**config.mk**
```make
export PLATFORM = sky130hd
export DESIGN_NAME = clock_buf_ctrl
export DESIGN_NICKNAME = d
export VERILOG_FILES = /design/src/rtl/clock_buf_ctrl.sv
export SDC_FILE = /design/constraint.sdc
export NUM_CORES = 1
export LEC_CHECK = 0
export BUFFER_PORTS_ARGS = -buffer_cell sky130_fd_sc_hd__buf_2
export CELL_PAD_IN_SITES_DETAIL_PLACEMENT = 2
export CELL_PAD_IN_SITES_GLOBAL_PLACEMENT = 2
export CORE_MARGIN = 2
export CORE_UTILIZATION = 30
export DETAILED_ROUTE_END_ITERATION = 7
export PLACE_DENSITY_LB_ADDON = 0.1
export SLEW_MARGIN = 5
export SYNTH_ARGS = -nofsm -noshare
export SYNTH_HDL_FRONTEND = slang
export SYNTH_SLANG_ARGS = --single-unit
```
**constraint.sdc**
```tcl
create_clock -name clk -period 3.6 [get_ports clk]
set_clock_uncertainty 0.05 [all_clocks]
set_input_delay 0.54 -clock clk [delete_from_list [all_inputs] [get_ports clk]]
set_output_delay 0.54 -clock clk [all_outputs]
set_load 0.02 [all_outputs]
```
**src/rtl/clock_buf_ctrl.sv**
```systemverilog
// Divided-clock generator for a clock buffer: starts on a requester level,
// emits 50%-duty pulses of programmable half-period and never truncates a high phase on stop.
module clock_buf_ctrl #(
    parameter int unsigned DIV_W = 4
) (
    input  logic             clk,
    input  logic             rst_n,
    input  logic             en_req,
    input  logic [DIV_W-1:0] div_sel,
    output logic             clk_out,
    output logic             en_ack,
    output logic             busy,
    output logic [7:0]       rise_cnt
);

    localparam int unsigned CNT_W = 8;

    localparam logic [1:0] ST_IDLE = 2'd0;
    localparam logic [1:0] ST_RUN  = 2'd1;
    localparam logic [1:0] ST_STOP = 2'd2;

    logic [1:0]       state_q, state_d;
    logic [DIV_W-1:0] hcnt_q, hcnt_d;
    logic [DIV_W-1:0] div_q, div_d;
    logic             clk_out_d;
    logic             en_ack_d;
    logic [CNT_W-1:0] rise_cnt_d;
    logic             hwrap;
    logic [DIV_W-1:0] hcnt_inc;

    assign hwrap    = (hcnt_q == div_q);
    assign hcnt_inc = hwrap ? '0 : hcnt_q + DIV_W'(1);
    assign busy     = (state_q != ST_IDLE);

    always_ff @(posedge clk or negedge rst_n) begin
        if (!rst_n) begin
            state_q <= ST_IDLE;
        end else begin
            state_q <= state_d;
        end
    end

    always_ff @(posedge clk or negedge rst_n) begin
        if (!rst_n) begin
            hcnt_q   <= '0;
            div_q    <= '0;
            clk_out  <= 1'b0;
            en_ack   <= 1'b0;
            rise_cnt <= '0;
        end else begin
            hcnt_q   <= hcnt_d;
            div_q    <= div_d;
            clk_out  <= clk_out_d;
            en_ack   <= en_ack_d;
            rise_cnt <= rise_cnt_d;
        end
    end

    // A rise is only launched while the request is still held; falls always complete.
    always_comb begin
        state_d    = state_q;
        hcnt_d     = hcnt_q;
        div_d      = div_q;
        clk_out_d  = clk_out;
        en_ack_d   = en_ack;
        rise_cnt_d = rise_cnt;
        case (state_q)
            ST_IDLE: begin
                if (en_req) begin
                    state_d    = ST_RUN;
                    div_d      = div_sel;
                    hcnt_d     = '0;
                    rise_cnt_d = '0;
                end
            end
            ST_RUN: begin
                hcnt_d = hcnt_inc;
                if (hwrap) begin
                    if (clk_out) begin
                        clk_out_d = 1'b0;
                    end else if (en_req) begin
                        clk_out_d  = 1'b1;
                        en_ack_d   = 1'b1;
                        rise_cnt_d = rise_cnt + CNT_W'(1);
                    end
                end
                if (!en_req) begin
                    state_d = ST_STOP;
                end
            end
            ST_STOP: begin
                hcnt_d = hcnt_inc;
                if (!clk_out || hwrap) begin
                    state_d   = ST_IDLE;
                    clk_out_d = 1'b0;
                    en_ack_d  = 1'b0;
                    hcnt_d    = '0;
                end
            end
            default: begin
                state_d = ST_IDLE;
            end
        endcase
    end

endmodule

```
Yosys cells after proc, flatten, opt, wreduce, memory -nomap -nowiden
Cells that the tools add are included.
{"block": "classes", "addsub": 2, "mul": 0, "n_div": 0, "magnitude_cmp": 0, "n_eq_ne": 9, "shifts": 0, "muxes": 22, "bitwise": 0, "n_reduce_logical": 13}
{"cell": "$mux W8", "count": 4}
{"cell": "$pmux W8 S2", "count": 1}
{"cell": "$mux W4", "count": 3}
{"cell": "$ne A2 B2 Y1 const B", "count": 6}
{"cell": "$pmux W4 S3", "count": 1}
{"cell": "$reduce_and A5 Y1", "count": 2}
{"cell": "$add A8 B1 Y8 const B", "count": 1}
{"cell": "$mux W1", "count": 7}
{"cell": "$mux W2", "count": 3}
{"cell": "$pmux W2 S3", "count": 1}
{"cell": "$reduce_and A3 Y1", "count": 2}
{"cell": "$reduce_bool A2 Y1", "count": 3}
{"cell": "$add A4 B1 Y4 const B", "count": 1}
{"cell": "$eq A4 B4 Y1", "count": 1}
{"cell": "$pmux W1 S2", "count": 2}
{"cell": "$reduce_and A2 Y1", "count": 2}
{"cell": "$reduce_bool A3 Y1", "count": 1}
{"cell": "$eq A2 B1 Y1 const B", "count": 1}
{"cell": "$eq A2 B2 Y1 const B", "count": 1}
{"cell": "$logic_not A2 Y1", "count": 1}
{"cell": "$logic_not A1 Y1", "count": 1}
{"cell": "$logic_or A1 B1 Y1", "count": 1}
{"block": "word_totals", "register_bits": 20, "latchBits": 0, "mem_bits_rw": 0, "mem_bits_ro": 0, "inputBits": 7, "output_inout_bits": 11, "wordCells": 52, "n_memories": 0}

Depth between registers and ports, before layout
{"block": "depth", "ltp_word": 5, "depth_mapped": 7, "mapped_depth_nobuf": 6}

Worst setup path after synthesis
No wires, ideal clock.
{"block": "synth_timing", "path_kind": "reg2reg", "from": "register hcnt_q[2]", "to": "register rise_cnt[3]", "t_arrival_ns": 1.814, "required_time_ns": 3.481, "slack_ns": 1.667, "stages_incl_launch_ff": 6, "n_path_buf": 1, "cell_sequence": "dfrtp_1 xor2_1 or4_4 buf_6 or4_1 nand3_1"}
{"block": "synth_via", "elab_chain_len": 3}
{"element": "from (decl)", "line": "23", "text": "logic [DIV_W-1:0] hcnt_q, hcnt_d;"}
{"element": "from (signal assigned)", "line": "51", "text": "hcnt_q <= hcnt_d;"}
{"element": "$eq A4 B4 Y1", "line": "31", "text": "assign hwrap = (hcnt_q == div_q);"}
{"element": "$ne A2 B2 Y1 (no line)"}
{"element": "$reduce_and A5 Y1 (no line)"}
{"element": "to (signal assigned)", "line": "55", "text": "rise_cnt <= rise_cnt_d;"}
{"element": "to (decl)", "line": "13", "text": "output logic [7:0] rise_cnt"}
No other way between the ends.
A chain may end at the register's enable or synchronous reset.

Worst setup path in the final report
{"block": "layout_timing", "from": "register state_q[1]", "to": "register rise_cnt[6]"}
{"block": "layout_via", "elab_chain_len": 3, "elab_cells_between_ends": 9, "classes_between": "5 x eq/ne; 1 x mux; 3 x reduce/logical"}
{"element": "from (decl)", "line": "22", "text": "logic [1:0] state_q, state_d;"}
{"element": "from (signal assigned)", "line": "39", "text": "state_q <= state_d;"}
{"element": "$eq A2 B1 Y1 / $logic_not A2 Y1 (equally long branches)", "line": "67", "text": "case (state_q)"}
{"element": "$ne A2 B2 Y1 (no line) / $reduce_bool A2 Y1 (equally long branches)"}
{"element": "$reduce_and A5 Y1 (no line)"}
Several ways; a longest one is shown, not always the timed one.

==> impl_metrics.json <==
{
  "grt_max_degree": 21,
  "hold_ws_ns": 0.171,
  "route.vias.total": 1036,
  "rr_worst_depth": 6,
  "vias_per_cell": 5.40,
  "drive_gt1_share_pct": 20.1,
  "power.total_mw": 0.999,
  "hold_viol": 0,
  "maxSlewViolCount": 0,
  "grt.overflow.total": 0,
  "setup_viol": 0,
  "status": "finished clean",
  "power_leakage_nw": 0.645,
  "critPathLaunchType": "register",
  "cts_root_buf": "clkbuf_8",
  "yosys_warnings": 0,
  "hpwl_um": 2490,
  "worstSkewPairLatency_ns": 0.26,
  "arrival_ns": 2.41,
  "cts_inserted_buffers": 3,
  "clk_pin_slew_worst_paths_ns": 0.08,
  "worstPathRequired_ns": 3.74,
  "cts_hold_buf": 0,
  "post_cts_resized": 0,
  "post-route-period-util_pct": 63.0,
  "drt_first_pass_iters": 4,
  "fmax_mhz": 441,
  "synthesis.nets": 137,
  "final_cell_mix": "20 x dfrtp_1, 17 x buf_2, 14 x nand2_1, 11 x nand3_1, 6 x ha_1",
  "rows": 22,
  "area_growth_syn_to_layout_pct": 16.6,
  "cts_tree": "done",
  "ir_drop_v": 0.000320,
  "numClockSinks": 20,
  "drtIter0Drc": 61,
  "gp_congestion": 0.748,
  "ant_nets": 0,
  "cts-htree-levels": 1,
  "cap_violations": 0,
  "fin_setup_tns_ns": 0,
  "syn-cell-area_mm2": 0.00119,
  "crit_path_end_kind": "register",
  "wl_per_cell_um": 17.2,
  "r2r-start": "state_q[1]",
  "route.detailed.drc": 0,
  "cts_max_path_buffers": 2,
  "grt_pass1_wl_um": 5550,
  "syn_inst": 124,
  "critical_path_class": "reg2reg",
  "ys_seq_elements": 20,
  "rsz0062_at_grt": "no",
  "io_pins": 18,
  "core_area_mm2": 0.00374,
  "antenna_found_initial": 0,
  "cp_max_fo": 14,
  "synth_sequential_area_ratio_pct": 42.2,
  "routed_wl_um": 3300,
  "reg2reg_slack_ns": 1.33,
  "grt_usage_pct": 16.7,
  "fin_crit_ns": 2.27,
  "relSlewSlack_pct": 50.2,
  "portBuffers": 17,
  "grt_pass1_vias": 1082,
  "hp-class": "in2async",
  "n_antenna_cell": 0,
  "die-area_mm2": 0.00447,
  "chipWidth_um": 66.9,
  "power.density_mw_per_mm2": 723,
  "start_util_pct": 31.7,
  "cts_setup_buffers": 0,
  "reg2reg_to": "rise_cnt[6]",
  "fp.dieH_um": 66.9,
  "syn_avg_cell_area_um2": 9.57,
  "final_common_cell": "dfrtp_1",
  "yosysUniqueCellTypes": 34,
  "nNetsFinal": 158,
  "worstMarginPinSlew_ns": 0.738
}
## cell families (layout without fill, tap and decap cells)
group                    Yosys count  count (layout)  synth area share, %
AND/OR/NAND/NOR                   51              51                 23.0
flip-flops                        20              20                 42.2
XOR/XNOR                           5               5                 3.69
AO/OA/AOI/OAI                     29              29                 17.5
adder cells (fa/ha/maj)            6               6                 6.33
buffers and inverters              9              29                 3.48
multiplexers                       4               4                 3.80
## worst max-delay path, cell delays in order (launching register included)
cell     delay (ns)
dfrtp_1        0.41
inv_1          0.12
ha_1           0.48
inv_1          0.25
or3_1          0.41
or4_1          0.39
nand3_1        0.09
## cell usage after synthesis
library cell / count / share of area, %
o211ai_1: 3 / 1.9
a31o_2: 1 / 0.74
a31oi_1: 2 / 1.1
or2b_1: 1 / 0.63
clkinv_1: 1 / 0.32
nor3_1: 1 / 0.42
ha_1: 6 / 6.3
buf_6: 1 / 0.95
nor2_1: 3 / 0.95
and2_1: 2 / 1.1
clkbuf_1: 2 / 0.63
nand2b_1: 3 / 1.6
o41ai_1: 1 / 0.74
nand4_1: 3 / 1.6
and3_1: 1 / 0.53
or4_4: 1 / 0.95
o21ai_0: 5 / 2.1
nand2_1: 14 / 4.4
dfrtp_1: 20 / 42
or3_1: 5 / 2.6
o311ai_0: 3 / 2.2
o2bb2ai_1: 1 / 0.74
a21o_1: 3 / 1.9
a21oi_1: 4 / 1.7
a211oi_1: 2 / 1.3
xor2_1: 5 / 3.7
nand3_1: 11 / 4.6
a221o_1: 2 / 1.7
nor4_1: 2 / 1.1
a41o_1: 1 / 0.84
inv_1: 5 / 1.6
or4_1: 4 / 2.5
a21boi_0: 1 / 0.63
mux2_2: 4 / 3.8
## where the power goes
part,internal (mW),total (mW),switching [mW],leakage [nW]
combinational,0.168,0.461,0.293,0.354
sequential,0.290,0.362,0.0718,0.262
clock,0.0974,0.176,0.0786,0.0288
## layer usage
layer / track usage, % / share of wire [%]
met4: 6.12 / 1.4
met1: 22.1 / 50
met3: 2.87 / 2.3
met5: 0 / 0
met2: 27.0 / 46
## area by class of cell
type | instances | area (µm²)
multi-input cells | 95 | 644
repair buffers | 19 | 100
flip-flops and latches | 20 | 500
well taps | 48 | 60.1
clock buffers | 4 | 55.1
inverters | 6 | 22.5
fillers | 427 | 2360
## state kept, by name, summed over array words and instances, names as in the netlist
signal	flops
hcnt_q	4
rise_cnt	8
div_q	4
state_q	2
en_ack	1
clk_out	1
## per-stage QoR
stage	std cells	utilization (%)	setup slack [ns]	cell area, µm²
detailed placement	188	35.5	1.31	1330
global route	192	36.9	1.13	1380
finish	192	36.9	1.33	1380
global placement	188	35.5	1.44	1330
floorplan	124	-	1.67	1190
CTS	192	36.9	1.29	1380
## worst max path at each step
| stage | start | end | cells past startpoint |
|---|---|---|---|
| final | state_q[1] | rise_cnt[6] | 6 |
| after detailed placement | state_q[1] | rise_cnt[6] | 6 |
| after global placement | state_q[1] | rise_cnt[6] | 6 |
| after floorplan | hcnt_q[2] | rise_cnt[3] | 5 |
| after global routing | state_q[1] | rise_cnt[6] | 6 |
| after CTS | state_q[1] | rise_cnt[6] | 6 |
Note: power is estimated with default switching activity, not from simulation.
